File: config.mk
export PLATFORM = sky130hd
export DESIGN_NAME = core2_job_scheduler_flat
export DESIGN_NICKNAME = d
export VERILOG_FILES = /design/src/rtl/core2_sched_pkg.sv /design/src/rtl/core2_job_scheduler_if.sv /design/src/rtl/core2_tag_fifo.sv /design/src/rtl/core2_job_scheduler.sv /design/src/flat_wrapper.sv
export SDC_FILE = /design/constraint.sdc
export NUM_CORES = 1
export LEC_CHECK = 0
export CAP_MARGIN = 20
export CORE_AREA = 2 2 511 513
export DETAILED_ROUTE_END_ITERATION = 10
export DIE_AREA = 0 0 513 515
export DONT_BUFFER_PORTS = 1
export HOLD_SLACK_MARGIN = 0.1
export PLACE_DENSITY = 0.3
export SYNTH_ARGS = -nofsm -noshare
export SYNTH_HDL_FRONTEND = slang
export SYNTH_SLANG_ARGS = --single-unit
File: constraint.sdc
create_clock -name clk -period 3.3 [get_ports clk]
set_input_delay 0.66 -clock clk [delete_from_list [all_inputs] [get_ports clk]]
set_output_delay 0.66 -clock clk [all_outputs]
set_load 0.05 [all_outputs]
File: src/rtl/core2_sched_pkg.sv
// Shared types and default widths for the Core2 job scheduler.
package core2_sched_pkg;

  localparam int DEF_OP_W  = 128;
  localparam int DEF_RES_W = 256;
  localparam int DEF_CMD_W = 4;

  // Requester identity, also the payload of the tag FIFO
  typedef logic [0:0] req_id_t;

  // Response-path state: poll output FIFO, capture, hold for requester
  typedef enum logic [1:0] {R_IDLE, R_READ, R_HOLD} rsp_state_t;

endpackage

File: src/rtl/core2_job_scheduler_if.sv
// Requester and Core2 FIFO signals of the job scheduler.
// master: the scheduler side; slave: requesters + Core2 FIFOs.
interface core2_job_scheduler_if #(
  parameter int OP_W  = core2_sched_pkg::DEF_OP_W,
  parameter int RES_W = core2_sched_pkg::DEF_RES_W,
  parameter int CMD_W = core2_sched_pkg::DEF_CMD_W
);
  logic             req0_valid, req1_valid;
  logic             req0_ready, req1_ready;
  logic [OP_W-1:0]  req0_a, req0_b, req1_a, req1_b;
  logic [CMD_W-1:0] req0_cmd, req1_cmd;
  logic             rsp0_valid, rsp1_valid;
  logic             rsp0_ready, rsp1_ready;
  logic [RES_W-1:0] rsp_data;
  logic             wr_en_inp;
  logic [OP_W-1:0]  data_a, data_b;
  logic             in_busy_inp;
  logic             wr_en_cmd;
  logic [CMD_W-1:0] data_cmd;
  logic             in_busy_cmd;
  logic             rd_en_out;
  logic [RES_W-1:0] data_out;
  logic             out_busy_out;
  logic             err_orphan;

  modport master (
    input  req0_valid, req1_valid, req0_a, req0_b, req1_a, req1_b, req0_cmd, req1_cmd,
    output req0_ready, req1_ready,
    output rsp0_valid, rsp1_valid, rsp_data,
    input  rsp0_ready, rsp1_ready,
    output wr_en_inp, data_a, data_b, wr_en_cmd, data_cmd,
    input  in_busy_inp, in_busy_cmd,
    output rd_en_out,
    input  data_out, out_busy_out,
    output err_orphan
  );

  modport slave (
    output req0_valid, req1_valid, req0_a, req0_b, req1_a, req1_b, req0_cmd, req1_cmd,
    input  req0_ready, req1_ready,
    input  rsp0_valid, rsp1_valid, rsp_data,
    output rsp0_ready, rsp1_ready,
    input  wr_en_inp, data_a, data_b, wr_en_cmd, data_cmd,
    output in_busy_inp, in_busy_cmd,
    input  rd_en_out,
    output data_out, out_busy_out,
    input  err_orphan
  );
endinterface

File: src/rtl/core2_tag_fifo.sv
// Requester-ID FIFO: one entry per job issued to Core2, popped in result order.
module core2_tag_fifo
  import core2_sched_pkg::*;
#(
  parameter int DEPTH = 8
) (
  input  logic    clk,
  input  logic    rst,
  input  logic    push,
  input  logic    pop,
  input  req_id_t din,
  output req_id_t dout,
  output logic    full,
  output logic    empty
);
  localparam int AW = $clog2(DEPTH);

  req_id_t       mem [DEPTH];
  logic [AW-1:0] wp, rp;
  logic [AW:0]   cnt;
  logic          do_push, do_pop;

  assign full    = (cnt == (AW+1)'(DEPTH));
  assign empty   = (cnt == '0);
  assign do_push = push && !full;
  assign do_pop  = pop && !empty;
  assign dout    = mem[rp];

  // Storage: no reset needed, validity tracked by cnt
  always_ff @(posedge clk) begin
    if (do_push) mem[wp] <= din;
  end

  // Pointers and occupancy; DEPTH is a power of two so pointers wrap naturally
  always_ff @(posedge clk) begin
    if (rst) begin
      wp  <= '0;
      rp  <= '0;
      cnt <= '0;
    end else begin
      if (do_push) wp <= wp + AW'(1);
      if (do_pop)  rp <= rp + AW'(1);
      case ({do_push, do_pop})
        2'b10:   cnt <= cnt + (AW+1)'(1);
        2'b01:   cnt <= cnt - (AW+1)'(1);
        default: cnt <= cnt;
      endcase
    end
  end
endmodule

File: src/rtl/core2_job_scheduler.sv
// Two-requester round-robin scheduler in front of Core2's input/command/output FIFOs.
// Results are returned in issue order, routed by a per-job requester tag.
// Optional: define CORE2_SCHED_STATS_EN to add stat_issued / stat_done counters.
module core2_job_scheduler
  import core2_sched_pkg::*;
#(
  parameter int OP_W    = DEF_OP_W,
  parameter int RES_W   = DEF_RES_W,
  parameter int CMD_W   = DEF_CMD_W,
  parameter int MAX_OUT = 8
) (
  input  logic clk,
  input  logic rst,
  core2_job_scheduler_if.master bus
`ifdef CORE2_SCHED_STATS_EN
  ,
  output logic [31:0] stat_issued,
  output logic [31:0] stat_done
`endif
);
  localparam int CW = $clog2(MAX_OUT) + 1;

  req_id_t          last_grant, tag_dout, rsp_tag;
  logic             tag_full, tag_empty, tag_pop;
  logic [CW-1:0]    outstanding;
  logic             can_issue, gnt0, gnt1, grant, handoff;
  logic [OP_W-1:0]  a_mux, b_mux;
  logic [CMD_W-1:0] c_mux;
  logic             rd_en, v0, v1;
  logic [RES_W-1:0] rsp_q;
  logic             err_q;
  rsp_state_t       state, state_nxt;

  // Issue side: both Core2 FIFOs must have room and the job budget must allow it
  assign can_issue = !bus.in_busy_inp && !bus.in_busy_cmd && !tag_full &&
                     (outstanding < CW'(MAX_OUT));
  assign gnt0  = can_issue && bus.req0_valid && (!bus.req1_valid || last_grant == 1'b1);
  assign gnt1  = can_issue && bus.req1_valid && (!bus.req0_valid || last_grant == 1'b0);
  assign grant = gnt0 || gnt1;

  // Winner's job onto the Core2 write buses; zero when idle
  always_comb begin
    a_mux = '0;
    b_mux = '0;
    c_mux = '0;
    if (gnt0) begin
      a_mux = bus.req0_a;
      b_mux = bus.req0_b;
      c_mux = bus.req0_cmd;
    end else if (gnt1) begin
      a_mux = bus.req1_a;
      b_mux = bus.req1_b;
      c_mux = bus.req1_cmd;
    end
  end

  assign bus.req0_ready = gnt0;
  assign bus.req1_ready = gnt1;
  assign bus.wr_en_inp  = grant;
  assign bus.wr_en_cmd  = grant;
  assign bus.data_a     = a_mux;
  assign bus.data_b     = b_mux;
  assign bus.data_cmd   = c_mux;

  // Round-robin pointer; reset to 1 so requester 0 wins the first tie
  always_ff @(posedge clk) begin
    if (rst)        last_grant <= 1'b1;
    else if (grant) last_grant <= req_id_t'(gnt1);
  end

  // Jobs in flight: a same-cycle grant and handoff cancel
  always_ff @(posedge clk) begin
    if (rst) outstanding <= '0;
    else begin
      case ({grant, handoff})
        2'b10:   outstanding <= outstanding + CW'(1);
        2'b01:   outstanding <= outstanding - CW'(1);
        default: outstanding <= outstanding;
      endcase
    end
  end

  core2_tag_fifo #(.DEPTH(MAX_OUT)) u_tag (
    .clk   (clk),
    .rst   (rst),
    .push  (grant),
    .pop   (tag_pop),
    .din   (req_id_t'(gnt1)),
    .dout  (tag_dout),
    .full  (tag_full),
    .empty (tag_empty)
  );

  // Response FSM state register
  always_ff @(posedge clk) begin
    if (rst) state <= R_IDLE;
    else     state <= state_nxt;
  end

  // Response FSM next state
  always_comb begin
    state_nxt = state;
    case (state)
      R_IDLE:  if (!bus.out_busy_out) state_nxt = R_READ;
      R_READ:  state_nxt = tag_empty ? R_IDLE : R_HOLD;
      R_HOLD:  if (handoff) state_nxt = R_IDLE;
      default: state_nxt = R_IDLE;
    endcase
  end

  // Response FSM outputs: only the tagged requester ever sees valid
  always_comb begin
    rd_en   = 1'b0;
    tag_pop = 1'b0;
    v0      = 1'b0;
    v1      = 1'b0;
    handoff = 1'b0;
    case (state)
      R_IDLE: rd_en   = !bus.out_busy_out;
      R_READ: tag_pop = 1'b1;
      R_HOLD: begin
        v0      = (rsp_tag == 1'b0);
        v1      = (rsp_tag == 1'b1);
        handoff = rsp_tag[0] ? bus.rsp1_ready : bus.rsp0_ready;
      end
      default: ;
    endcase
  end

  // Result capture; a result with no tag is dropped and flagged until reset
  always_ff @(posedge clk) begin
    if (rst) begin
      rsp_q   <= '0;
      rsp_tag <= '0;
      err_q   <= 1'b0;
    end else if (state == R_READ) begin
      if (tag_empty) begin
        err_q <= 1'b1;
      end else begin
        rsp_q   <= bus.data_out;
        rsp_tag <= tag_dout;
      end
    end
  end

  assign bus.rd_en_out  = rd_en;
  assign bus.rsp0_valid = v0;
  assign bus.rsp1_valid = v1;
  assign bus.rsp_data   = rsp_q;
  assign bus.err_orphan = err_q;

`ifdef CORE2_SCHED_STATS_EN
  // Wrapping grant / handoff counters
  always_ff @(posedge clk) begin
    if (rst) begin
      stat_issued <= '0;
      stat_done   <= '0;
    end else begin
      if (grant)   stat_issued <= stat_issued + 32'd1;
      if (handoff) stat_done   <= stat_done + 32'd1;
    end
  end
`endif
endmodule

File: src/flat_wrapper.sv
// flat-port wrapper written by rule: the top's interface ports become plain ports
module core2_job_scheduler_flat import core2_sched_pkg::*;
#(
  parameter int OP_W    = DEF_OP_W,
  parameter int RES_W   = DEF_RES_W,
  parameter int CMD_W   = DEF_CMD_W,
  parameter int MAX_OUT = 8
)
  (clk, rst, bus_req0_valid, bus_req1_valid, bus_req0_a, bus_req0_b, bus_req1_a, bus_req1_b, bus_req0_cmd, bus_req1_cmd, bus_req0_ready, bus_req1_ready, bus_rsp0_valid, bus_rsp1_valid, bus_rsp_data, bus_rsp0_ready, bus_rsp1_ready, bus_wr_en_inp, bus_data_a, bus_data_b, bus_wr_en_cmd, bus_data_cmd, bus_in_busy_inp, bus_in_busy_cmd, bus_rd_en_out, bus_data_out, bus_out_busy_out, bus_err_orphan);
  core2_job_scheduler_if #(.OP_W(OP_W), .RES_W(RES_W), .CMD_W(CMD_W)) bus_i ();
  input  logic clk;
  input  logic rst;
  input wire logic [$bits(bus_i.req0_valid)-1:0] bus_req0_valid;
  input wire logic [$bits(bus_i.req1_valid)-1:0] bus_req1_valid;
  input wire logic [$bits(bus_i.req0_a)-1:0] bus_req0_a;
  input wire logic [$bits(bus_i.req0_b)-1:0] bus_req0_b;
  input wire logic [$bits(bus_i.req1_a)-1:0] bus_req1_a;
  input wire logic [$bits(bus_i.req1_b)-1:0] bus_req1_b;
  input wire logic [$bits(bus_i.req0_cmd)-1:0] bus_req0_cmd;
  input wire logic [$bits(bus_i.req1_cmd)-1:0] bus_req1_cmd;
  output wire logic [$bits(bus_i.req0_ready)-1:0] bus_req0_ready;
  output wire logic [$bits(bus_i.req1_ready)-1:0] bus_req1_ready;
  output wire logic [$bits(bus_i.rsp0_valid)-1:0] bus_rsp0_valid;
  output wire logic [$bits(bus_i.rsp1_valid)-1:0] bus_rsp1_valid;
  output wire logic [$bits(bus_i.rsp_data)-1:0] bus_rsp_data;
  input wire logic [$bits(bus_i.rsp0_ready)-1:0] bus_rsp0_ready;
  input wire logic [$bits(bus_i.rsp1_ready)-1:0] bus_rsp1_ready;
  output wire logic [$bits(bus_i.wr_en_inp)-1:0] bus_wr_en_inp;
  output wire logic [$bits(bus_i.data_a)-1:0] bus_data_a;
  output wire logic [$bits(bus_i.data_b)-1:0] bus_data_b;
  output wire logic [$bits(bus_i.wr_en_cmd)-1:0] bus_wr_en_cmd;
  output wire logic [$bits(bus_i.data_cmd)-1:0] bus_data_cmd;
  input wire logic [$bits(bus_i.in_busy_inp)-1:0] bus_in_busy_inp;
  input wire logic [$bits(bus_i.in_busy_cmd)-1:0] bus_in_busy_cmd;
  output wire logic [$bits(bus_i.rd_en_out)-1:0] bus_rd_en_out;
  input wire logic [$bits(bus_i.data_out)-1:0] bus_data_out;
  input wire logic [$bits(bus_i.out_busy_out)-1:0] bus_out_busy_out;
  output wire logic [$bits(bus_i.err_orphan)-1:0] bus_err_orphan;
  assign bus_i.req0_valid = bus_req0_valid;
  assign bus_i.req1_valid = bus_req1_valid;
  assign bus_i.req0_a = bus_req0_a;
  assign bus_i.req0_b = bus_req0_b;
  assign bus_i.req1_a = bus_req1_a;
  assign bus_i.req1_b = bus_req1_b;
  assign bus_i.req0_cmd = bus_req0_cmd;
  assign bus_i.req1_cmd = bus_req1_cmd;
  assign bus_req0_ready = bus_i.req0_ready;
  assign bus_req1_ready = bus_i.req1_ready;
  assign bus_rsp0_valid = bus_i.rsp0_valid;
  assign bus_rsp1_valid = bus_i.rsp1_valid;
  assign bus_rsp_data = bus_i.rsp_data;
  assign bus_i.rsp0_ready = bus_rsp0_ready;
  assign bus_i.rsp1_ready = bus_rsp1_ready;
  assign bus_wr_en_inp = bus_i.wr_en_inp;
  assign bus_data_a = bus_i.data_a;
  assign bus_data_b = bus_i.data_b;
  assign bus_wr_en_cmd = bus_i.wr_en_cmd;
  assign bus_data_cmd = bus_i.data_cmd;
  assign bus_i.in_busy_inp = bus_in_busy_inp;
  assign bus_i.in_busy_cmd = bus_in_busy_cmd;
  assign bus_rd_en_out = bus_i.rd_en_out;
  assign bus_i.data_out = bus_data_out;
  assign bus_i.out_busy_out = bus_out_busy_out;
  assign bus_err_orphan = bus_i.err_orphan;
  core2_job_scheduler #(.OP_W(OP_W), .RES_W(RES_W), .CMD_W(CMD_W), .MAX_OUT(MAX_OUT)) u_core (.clk(clk), .rst(rst), .bus(bus_i));
endmodule
==> reports/metrics.yaml <==
outcome: "finished with violations"
violations: "setup timing"
n_fill_cell: 30100
synth_top_family_by_area: "compound AO/OA/AOI/OAI gates"
io_pins: 1309
period_needed_ps: 3380
ys.warnings.count: 0
r2r_slack_ps: 660
dr.pass1.iters: 5
vias: 16600
synth-xor-area-share_pct: 0.578
placed_cell_area_um2: 21200
die_w_um: 513
synth-compound-area-share_pct: 24.6
clock_latency_ps: 620
h-tree-depth: 2
ys_seq_area_share_pct: 42.1
wl_per_cell_um: 36.4
cp.required_ps: 2640
drv_cap: 0
setup_viol: 3
initial_utilization_pct: 5.27
r2r-end: "u_core.outstanding[2]"
antenna_found_initial: 185
synthesis.area_um2: 13600
fin_skew_ps: 31.8
cts_buffer_depth: 3
multi_input_area_um2: 7360
cpPeakStageDelay_ps: 470
num_rows: 187
grt_max_degree: 240
syn-num-nets: 2655
layout.nets: 2939
grt_pass1_wl_um: 239000
cts_tree: "built"
layout_common_cells: "nand2_1 (519), dfxtp_1 (270), a21oi_1 (264), a22oi_1 (226), buf_4 (225)"
grt_use_total_pct: 14.7
overflow: 0
port_buffers: 0
synth_ff_type: "dfxtp_1"
worst-r2r-cell-count: 10
synthTopCellsByArea: "dfxtp_1 (40%), a22oi_1 (14%), nand2_1 (14%), a21oi_1 (9.7%), nor2_1 (7.6%)"
final_common_cell: "nand2_1"
ant_nets: 0
area_delta_synth_final_pct: 76.2
netlist_instances: 1862
clock_sinks: 283
syn_avg_cell_area_um2: 7.32
drive_gt1_share_pct: 27.2
synth_top_area_share_pct: 40.4
hold_end: "u_core.bus.rsp_data[13]"
crit_chain: "nand2b_4, and2_4, buf_12, buf_12, buf_4, a22oi_1, nor2_1, buf_4"
yosysTopAreaCell: "dfxtp_1"
cts-root-buf: "clkbuf_16"
synth-simple-area-share_pct: 24.0
rr_startpoint: "u_core.u_tag.cnt[2]"
numCtsBuffers: 43
power_density_nw_per_um2: 473
cp-end-kind: "output port"
fmax_mhz: 296
dr.first_iter.drc_count: 1072
worstHoldPathCells: 2
via_per_inst: 2.95
cp.arrival_ps: 2720
ys_async_sr_fraction_pct: 0
drv_slew: 0
wl_um: 204000
rsz0062_at_grt: "true"
fin_crit_sh_pct: 102
utilization_pct: 9.29
finalHoldViolations: 0
fin_area_um2: 24000
dpl.hpwl_um: 179000
relSlewSlack_pct: 27.7
ir_drop_v: 0.000360
die-area_um2: 264000
setup_tns_ps: -128
crit_type: "reg -> out"
dieHeight_um: 515
gp_congestion: 1.02
cpMaxStageDelayCell: "a22oi_1"
muxShareOfSynthArea_pct: 0.863
power_mw: 11.4
yosys.area_share.adder_pct: 0.734
clk_pin_slew_worst_paths_ps: 60
core_um2: 259000
holdCritPathClass: "in -> reg"
fin_ws_ps: -81.2
start_kind: "flop"
min_from: "bus_data_out[13]"
synth_edf_count: 8
worst_pin_slew_ps: 1080
ys_ff_latch: 283
seq_area_um2: 5750
leakage_nw: 7.56
crit_fanout: 48
first_global_vias: 15900
synth_cell_types: 41
drc: 0
cell type report:
| cell class | instances | share of cell area (%) |
|---|---|---|
| Tap cell | 3402 | 17.7 |
| Clock inverter | 26 | 1.22 |
| Antenna cell | 29 | 0.302 |
| Clock buffer | 51 | 4.78 |
| Timing Repair Buffer | 418 | 21.3 |
| Sequential cell | 283 | 24.0 |
| Inverter | 4 | 0.0938 |
| Multi-Input combinational cell | 1396 | 30.6 |
worst max-delay path: cells and delay by family, from the launching register on:
family	cells	cell delay, ps
buf+inv	4	790
simple gates	3	410
compound gates	1	470
flops	1	340
metal layers:
| metal | wire [um] | up-vias | global-route usage [%] | share of wire, % |
|---|---|---|---|---|
| met2 | 93300 | 1192 | 24.3 | 46 |
| met4 | 5250 | 136 | 2.49 | 2.6 |
| met3 | 25100 | 420 | 8.10 | 12 |
| met5 | 897 | - | 0 | 0.44 |
| li1 | - | 6953 | - | - |
| met1 | 79800 | 7855 | 16.8 | 39 |
cells by family (layout without fill, tap and decap cells):
group           after synthesis  after routing
simple gates                834            834
compound gates              536            536
flops                       283            283
buf+inv                     183            499
xor+xnor                      9              9
mux                           9              9
fa+ha+maj                     8              8
other cells                   0             29
synth_stat cells, drive strengths merged, types with 3 or more instances:
cell / number
dfxtp: 275
inv: 4
nand2: 521
a21oi: 264
nand3: 3
mux2i: 5
o21ai: 7
and2: 3
or3: 3
clkbuf: 81
buf: 98
nor4b: 4
nor2b: 5
nor2: 277
nand2b: 3
nor4: 3
nor3: 4
a22oi: 260
edfxtp: 8
xor2: 7
ha: 8
power breakdown:
| part | switching (mW) | internal, mW |
|---|---|---|
| clock network | 2.02 | 2.83 |
| registers | 0.486 | 3.54 |
| logic | 1.67 | 0.814 |
metrics by stage:
step	worst slack, ps	instances	hold slack (ps)
after CTS	-76.7	5576	100
final	-81.2	5609	174
after detailed placement	-21.4	5440	478
after global placement	-42.2	5440	466
after floorplan	415	1862	426
after global routing	-57.5	5586	118
registers in the layout, summed over array words and instances (netlist names):
register / flops
u_core.rsp_tag: 1
u_core.u_tag.cnt: 4
u_core.u_tag.wp: 3
u_core.outstanding: 4
u_core.u_tag.mem: 8
u_core.state: 2
u_core.bus.rsp_data: 256
u_core.u_tag.rp: 3
u_core.last_grant: 1
u_core.bus.err_orphan: 1
worst max-delay path by stage:
stage | from | to | cells past startpoint
floorplan | bus_req1_valid | bus_data_a[38] | 6
detailed placement | bus_req1_valid | bus_data_b[53] | 7
global placement | bus_req1_valid | bus_data_b[53] | 7
finish | u_core.last_grant | bus_data_b[124] | 8
CTS | u_core.last_grant | bus_data_b[1] | 8
global route | u_core.last_grant | bus_data_b[124] | 8
what timing repair did:
action	in CTS	in global routing
gates resized for setup	66	47
hold buffers	36	0
setup buffers	21	0
setup endpoints to repair	248	78
hold endpoints to repair	74	0
cloned	4	4
pin swaps	12	15
(Power assumes the default switching activity.)
